**src/rtl/iot_riscv_trap_ctrl.sv**
```systemverilog
// Machine-mode trap sequencer: exception/interrupt entry, MRET return, MIE/MPIE ownership.
// Optional macro IOT_RISCV_TRAP_MTVAL_EN enables capture of the faulting tval into mtval.
module iot_riscv_trap_ctrl #(
  parameter int pc_size_p   = 32,
  parameter int drain_tmo_p = 8
) (
  input  logic                 main_clk_i,
  input  logic                 main_rst_an_i,
  input  logic                 exc_req_i,
  input  logic [3:0]           exc_cause_i,
  input  logic [31:0]          exc_tval_i,
  input  logic [pc_size_p-1:0] exc_pc_i,
  input  logic                 irq_i,
  input  logic [pc_size_p-1:0] int_pc_i,
  input  logic                 mret_i,
  input  logic                 pipe_idle_i,
  input  logic [31:0]          mtvec_i,
  input  logic [31:0]          mepc_i,
  output logic                 stall_o,
  output logic                 flush_o,
  output logic                 exc_ack_o,
  output logic                 trap_wr_o,
  output logic [31:0]          trap_mepc_o,
  output logic [31:0]          trap_mcause_o,
  output logic [31:0]          trap_mtval_o,
  output logic                 pc_load_o,
  output logic [pc_size_p-1:0] pc_target_o,
  output logic                 mie_o,
  output logic                 mpie_o,
  output logic                 busy_o
);

  localparam logic [1:0] ST_IDLE  = 2'd0;
  localparam logic [1:0] ST_DRAIN = 2'd1;
  localparam logic [1:0] ST_SAVE  = 2'd2;
  localparam logic [1:0] ST_JUMP  = 2'd3;

  localparam int cnt_w_lp = (drain_tmo_p > 1) ? $clog2(drain_tmo_p) : 1;
  localparam logic [cnt_w_lp-1:0] cnt_last_lp = cnt_w_lp'(drain_tmo_p - 1);

  logic [1:0]           state_q, state_d;
  logic [cnt_w_lp-1:0]  cnt_q, cnt_d;
  logic                 irq_q, irq_d;
  logic                 mret_q, mret_d;
  logic [3:0]           cause_q, cause_d;
  logic [pc_size_p-1:0] pc_q, pc_d;
  logic                 mie_q, mie_d;
  logic                 mpie_q, mpie_d;
  logic                 acc_exc, acc_irq;

  always_comb begin
    state_d   = state_q;
    cnt_d     = cnt_q;
    irq_d     = irq_q;
    mret_d    = mret_q;
    cause_d   = cause_q;
    pc_d      = pc_q;
    mie_d     = mie_q;
    mpie_d    = mpie_q;
    acc_exc   = 1'b0;
    acc_irq   = 1'b0;
    exc_ack_o = 1'b0;
    stall_o   = 1'b0;
    flush_o   = 1'b0;
    trap_wr_o = 1'b0;
    pc_load_o = 1'b0;
    case (state_q)
      ST_IDLE: begin
        // Fixed priority; a losing MRET pulse is simply lost.
        if (exc_req_i) begin
          acc_exc   = 1'b1;
          exc_ack_o = 1'b1;
          irq_d     = 1'b0;
          mret_d    = 1'b0;
          cause_d   = exc_cause_i;
          pc_d      = exc_pc_i;
          cnt_d     = '0;
          state_d   = ST_DRAIN;
        end else if (irq_i && mie_q) begin
          acc_irq = 1'b1;
          irq_d   = 1'b1;
          mret_d  = 1'b0;
          cause_d = 4'd11;
          pc_d    = int_pc_i;
          cnt_d   = '0;
          state_d = ST_DRAIN;
        end else if (mret_i) begin
          stall_o = 1'b1;
          mret_d  = 1'b1;
          state_d = ST_JUMP;
        end
      end
      ST_DRAIN: begin
        stall_o = 1'b1;
        flush_o = 1'b1;
        if (pipe_idle_i || (cnt_q == cnt_last_lp)) begin
          state_d = ST_SAVE;
        end else begin
          cnt_d = cnt_q + cnt_w_lp'(1);
        end
      end
      ST_SAVE: begin
        stall_o   = 1'b1;
        trap_wr_o = 1'b1;
        mpie_d    = mie_q;
        mie_d     = 1'b0;
        state_d   = ST_JUMP;
      end
      default: begin
        pc_load_o = 1'b1;
        state_d   = ST_IDLE;
        if (mret_q) begin
          mie_d  = mpie_q;
          mpie_d = 1'b1;
        end
      end
    endcase
  end

  always_ff @(posedge main_clk_i or negedge main_rst_an_i) begin
    if (!main_rst_an_i) begin
      state_q <= ST_IDLE;
      cnt_q   <= '0;
      irq_q   <= 1'b0;
      mret_q  <= 1'b0;
      cause_q <= '0;
      pc_q    <= '0;
      mie_q   <= 1'b0;
      mpie_q  <= 1'b1;
    end else begin
      state_q <= state_d;
      cnt_q   <= cnt_d;
      irq_q   <= irq_d;
      mret_q  <= mret_d;
      cause_q <= cause_d;
      pc_q    <= pc_d;
      mie_q   <= mie_d;
      mpie_q  <= mpie_d;
    end
  end

`ifdef IOT_RISCV_TRAP_MTVAL_EN
  logic [31:0] tval_q;

  always_ff @(posedge main_clk_i or negedge main_rst_an_i) begin
    if (!main_rst_an_i) begin
      tval_q <= '0;
    end else if (acc_exc) begin
      tval_q <= exc_tval_i;
    end else if (acc_irq) begin
      tval_q <= '0;
    end
  end

  assign trap_mtval_o = tval_q;
`else
  logic unused_tval;

  assign unused_tval  = ^{exc_tval_i, acc_irq};
  assign trap_mtval_o = '0;
`endif

  logic [31:0] mepc_ext;
  logic [31:0] base;
  logic [31:0] target;
  logic        unused_misc;

  always_comb begin
    mepc_ext                  = '0;
    mepc_ext[pc_size_p-1:0]   = pc_q;
    mepc_ext[0]               = 1'b0;
  end

  // Vectored mode only applies to interrupts; exceptions always land on base.
  always_comb begin
    base = {mtvec_i[31:2], 2'b00};
    if (mret_q) begin
      target = {mepc_i[31:1], 1'b0};
    end else if (irq_q && (mtvec_i[1:0] == 2'b01)) begin
      target = base + {26'b0, cause_q, 2'b00};
    end else begin
      target = base;
    end
  end

  assign unused_misc   = mepc_i[0];
  assign trap_mepc_o   = mepc_ext;
  assign trap_mcause_o = {irq_q, 27'b0, cause_q};
  assign pc_target_o   = pc_load_o ? target[pc_size_p-1:0] : '0;
  assign mie_o         = mie_q;
  assign mpie_o        = mpie_q;
  assign busy_o        = (state_q != ST_IDLE);

endmodule

```
**config.mk**
```make
export PLATFORM = sky130hd
export DESIGN_NAME = iot_riscv_trap_ctrl
export DESIGN_NICKNAME = d
export VERILOG_FILES = /design/src/rtl/iot_riscv_trap_ctrl.sv
export SDC_FILE = /design/constraint.sdc
export NUM_CORES = 1
export LEC_CHECK = 0
export BUFFER_PORTS_ARGS = -buffer_cell sky130_fd_sc_hd__buf_2
export CORE_AREA = 2 2 120 122
export DETAILED_ROUTE_END_ITERATION = 16
export DIE_AREA = 0 0 122 124
export SYNTH_ARGS = -nofsm -noshare
export SYNTH_HDL_FRONTEND = slang
export SYNTH_SLANG_ARGS = --single-unit
```
**constraint.sdc**
```tcl
create_clock -name main_clk_i -period 3.22 [get_ports main_clk_i]
set_input_delay 0.483 -clock main_clk_i [delete_from_list [all_inputs] [get_ports main_clk_i]]
set_output_delay 0.483 -clock main_clk_i [all_outputs]
set_load 0.005 [all_outputs]
```
==> summary.txt <==
Routing
  • Routed len/inst: 14.2 um
  • Routed Antenna Nets: 0
  • Starting DRT DRC Count: about 130
  • WL final: between 10 and 15 mm
  • # DRC: 0
  • Total iterations of the first detailed-routing run: 4
  • Total number of vias: slightly below 4000
  • DR vias/cell: roughly 4.6

Setup path
  • CP required: between 2 and 3 ns
  • Crit-path cells: ha_1, inv_1, fa_2, nor2b_2, o21ai_4, a2111oi_4, mux2_2, nor2_1, buf_2
  • Startpoint types: flip-flop
  • Worst setup EP type: output port
  • WP buf/inv: 2
  • CP Class: reg -> out
  • Crit path DAT: between 2 and 3 ns
  • Family with the most delay on the worst path: adder cells
  • CP max stage cell: mux2_2
  • R2r setup slk: about 1.2 ns
  • Largest stage delay, worst path: around 0.4 ns
  • Crit path max fanout: 7

Run
  • Max-Cap Viols: 0

Synth
  • Share of flip-flops with an asynchronous set or reset: 100%
  • Mapped cell area: 3830 sq um
  • Mean post-synth cell area: 8.24 sq um
  • Post-synthesis register bit count: 44
  • Most used DFF post-synth: dfrtp_1
  • Synth warn: 0
  • Sequential fraction of the synthesis area: between 20 and 30%
  • Synthesized instance count: approximately 470
  • Yosys cell types: 57
  • Post-synth EDFFs: 0

Global routing
  • M1 GR Usage: between 15 and 20%
  • M3 GR Usage: 4.26%
  • GR Util met2: about 28%
  • Pin count of the biggest net entering global routing: 46
  • Aggregate global routing overflow: 0
  • First-pass GRT wire length: around 18 mm
  • Antenna violations before repair: 2
  • Total Routing Usage GR: 15.1%
  • Vias in the first global route: 3531
  • Global route hottest layer: met2

Place
  • GP Congestion: 0.785
  • Port bufs: 209
  • Dpl cell area: between 4000 and 5000 sq um
  • DPL Wire Length: slightly below 10 mm

CTS
  • CTS root buf: clkbuf_16
  • CTS tree: done
  • H-tree depth: 2
  • CTS Buffer Depth: 2
  • Clock sink count: 44
  • CTS buffer count: 5
  • Hold-fix buffers at CTS: 0
  • Reg clk slew, reported paths: 0.06 ns
  • Clk_lat worst skew: 0.29 ns

Layout
  • Share of cells above drive strength 1: a little over a third
  • Area Growth Syn to Fin: 31.4%
  • Final instance area: 5040 sq um
  • Fin nets: 845

Timing
  • Rel. slew slack: 32.8%
  • Final TNS setup: 0 ns
  • Slew Limit Fails: 0
  • Skew final: between 0.005 and 0.006 ns
  • Final hold violations: 0
  • RSZ-0062 raised after global routing: no
  • Tightest Pin Transition: around 1 ns
  • Post-layout min period: around 3 ns
  • FMAX: approximately 330 MHz
  • Setup violators final: 0
  • Final worst-path cycle share: approximately 94%

Pwr
  • Pwr/cell area: between 600 and 700 nW/um^2
  • Leakage Power: between 2 and 3 nW
  • Tot Pwr: between 0.003 and 0.004 W
  • Peak supply drop: around 300 uV

Status
  • Status: finished, final reports clean

Floorplan
  • Die H: roughly 120 um
  • Core area: ~14000 sq um
  • Die area: 15100 sq um
  • Top-Level Pins: slightly above 300
  • Starting Density: 27.9%
  • DIE WIDTH: 122 um
  • Row Count: 43

Worst hold path
  • Hold Crit Class: in -> async
[Yosys cell counts (all sizes together) (2+ instances only)]
master | instances | share of area (%)
nor2 | 14 | 1.4
a211oi | 7 | 1.4
a21oi | 21 | 2.7
nand3 | 14 | 2.0
a311oi | 3 | 0.69
nor4 | 2 | 0.33
o21bai | 3 | 0.59
nor4b | 5 | 1.1
o21ai | 60 | 7.9
inv | 13 | 1.3
dfrtp | 43 | 28
ha | 10 | 3.3
o22a | 2 | 0.46
nor3b | 3 | 0.59
xnor2 | 7 | 1.6
and3 | 9 | 1.5
nand2 | 52 | 5.1
nand4 | 7 | 1.1
nor3 | 8 | 1.2
a21o | 2 | 0.39
a32o | 3 | 0.78
a2111oi | 5 | 1.8
buf | 68 | 13
a32oi | 3 | 0.69
nor2b | 7 | 1.1
and4 | 3 | 0.69
mux2i | 35 | 9.1
xor2 | 7 | 1.6
a31oi | 4 | 0.65
clkbuf | 21 | 2.1
and2 | 3 | 0.49
nand2b | 3 | 0.49
o211a | 3 | 0.78
[cell type report]
type / instances / area [sq um]
antenna: 1 / 2.50
clock buffer: 6 / 129
clock inverter: 2 / 16.3
fill: 1500 / 8680
inverter: 14 / 52.6
multi-input combinational: 378 / 2360
sequential: 44 / 1100
tap: 180 / 225
timing repair buffer: 221 / 1150
[worst paths after layout]
kind,start,to,cells after the start
worst min-delay path,main_rst_an_i,pc_q[16],1
worst min register to register,mpie_o,mpie_o,2
worst max register to register,cnt_q[0],cnt_q[1],5
min in group main_clk_i,exc_cause_i[2],cause_q[2],2
worst max-delay path,cause_q[0],pc_target_o[24],9
max in group asynchronous,main_rst_an_i,cause_q[1],1
[worst reg2reg max path, delay by kind of cell, from the launching register on]
family	cells	cell delay, ns
and+or+nand+nor	1	0.58
adders and majority gates	2	0.38
DFF	1	0.39
AOI/OAI and AO/OA	2	0.55
[cell families after synthesis]
group                      synth area share, %
xor gates and xnor gates                  3.20
AOI/OAI and AO/OA                         20.1
and+or+nand+nor                           18.3
buffers and inverters                     16.3
other                                   0.0978
adders and majority gates                 3.79
muxes                                     9.43
DFF                                       28.8
[state kept, by name (all words and copies together), names as in the netlist]
register and flops:
pc_q 31, cause_q 4, cnt_q 3, state_q 2, irq_q 1, mie_o 1, mpie_o 1, mret_q 1
[cell usage in the layout, fill, tap and decap left out, drive strengths merged, types with 8 or more instances in the layout]
master,netlist,routed
buf,68,221
conb,1,61
o21ai,60,60
nand2,52,52
dfrtp,43,43
mux2i,35,35
a21oi,21,21
nor2,14,14
nand3,14,14
inv,13,13
ha,10,10
and3,9,9
nor3,8,8
[layer usage]
layer | wire length (um) | up-vias | share of wire (%)
met5 | 13 | - | 0.11
met4 | 225 | 2 | 1.9
met3 | 1220 | 16 | 10
met2 | 5900 | 201 | 49
met1 | 4700 | 1708 | 39
li1 | - | 1933 | -
[what timing repair did]
| action | 4_1_cts | 5_1_grt |
|---|---|---|
| setup endpoints to repair | 0 | 8 |
| buffers inserted | 0 | 2 |
| hold endpoints to repair | 0 | 0 |
| gates resized for setup | 0 | 7 |
[metrics by stage]
step | std cells | setup slack, ns | hold WS, ns | utilization, %
3_3_place_gp | 835 | 0.142 | 0.458 | 35.3
2_1_floorplan | 525 | 0.550 | 0.187 | -
4_1_cts | 843 | 0.0198 | 0.403 | 36.4
6_report | 846 | 0.177 | 0.365 | 36.7
3_5_place_dp | 835 | 0.136 | 0.460 | 35.3
5_1_grt | 845 | 0.0461 | 0.418 | 36.7
[report_power, final]
group | internal [W] | switching (W) | leakage, nW | total, W
registers | 0.000816 | 0.000185 | 0.543 | 0.00100
logic | 0.000776 | 0.00103 | 2.03 | 0.00181
clock network | 0.000289 | 0.000214 | 0.0671 | 0.000504
Note: power is estimated with default switching activity, not from simulation.
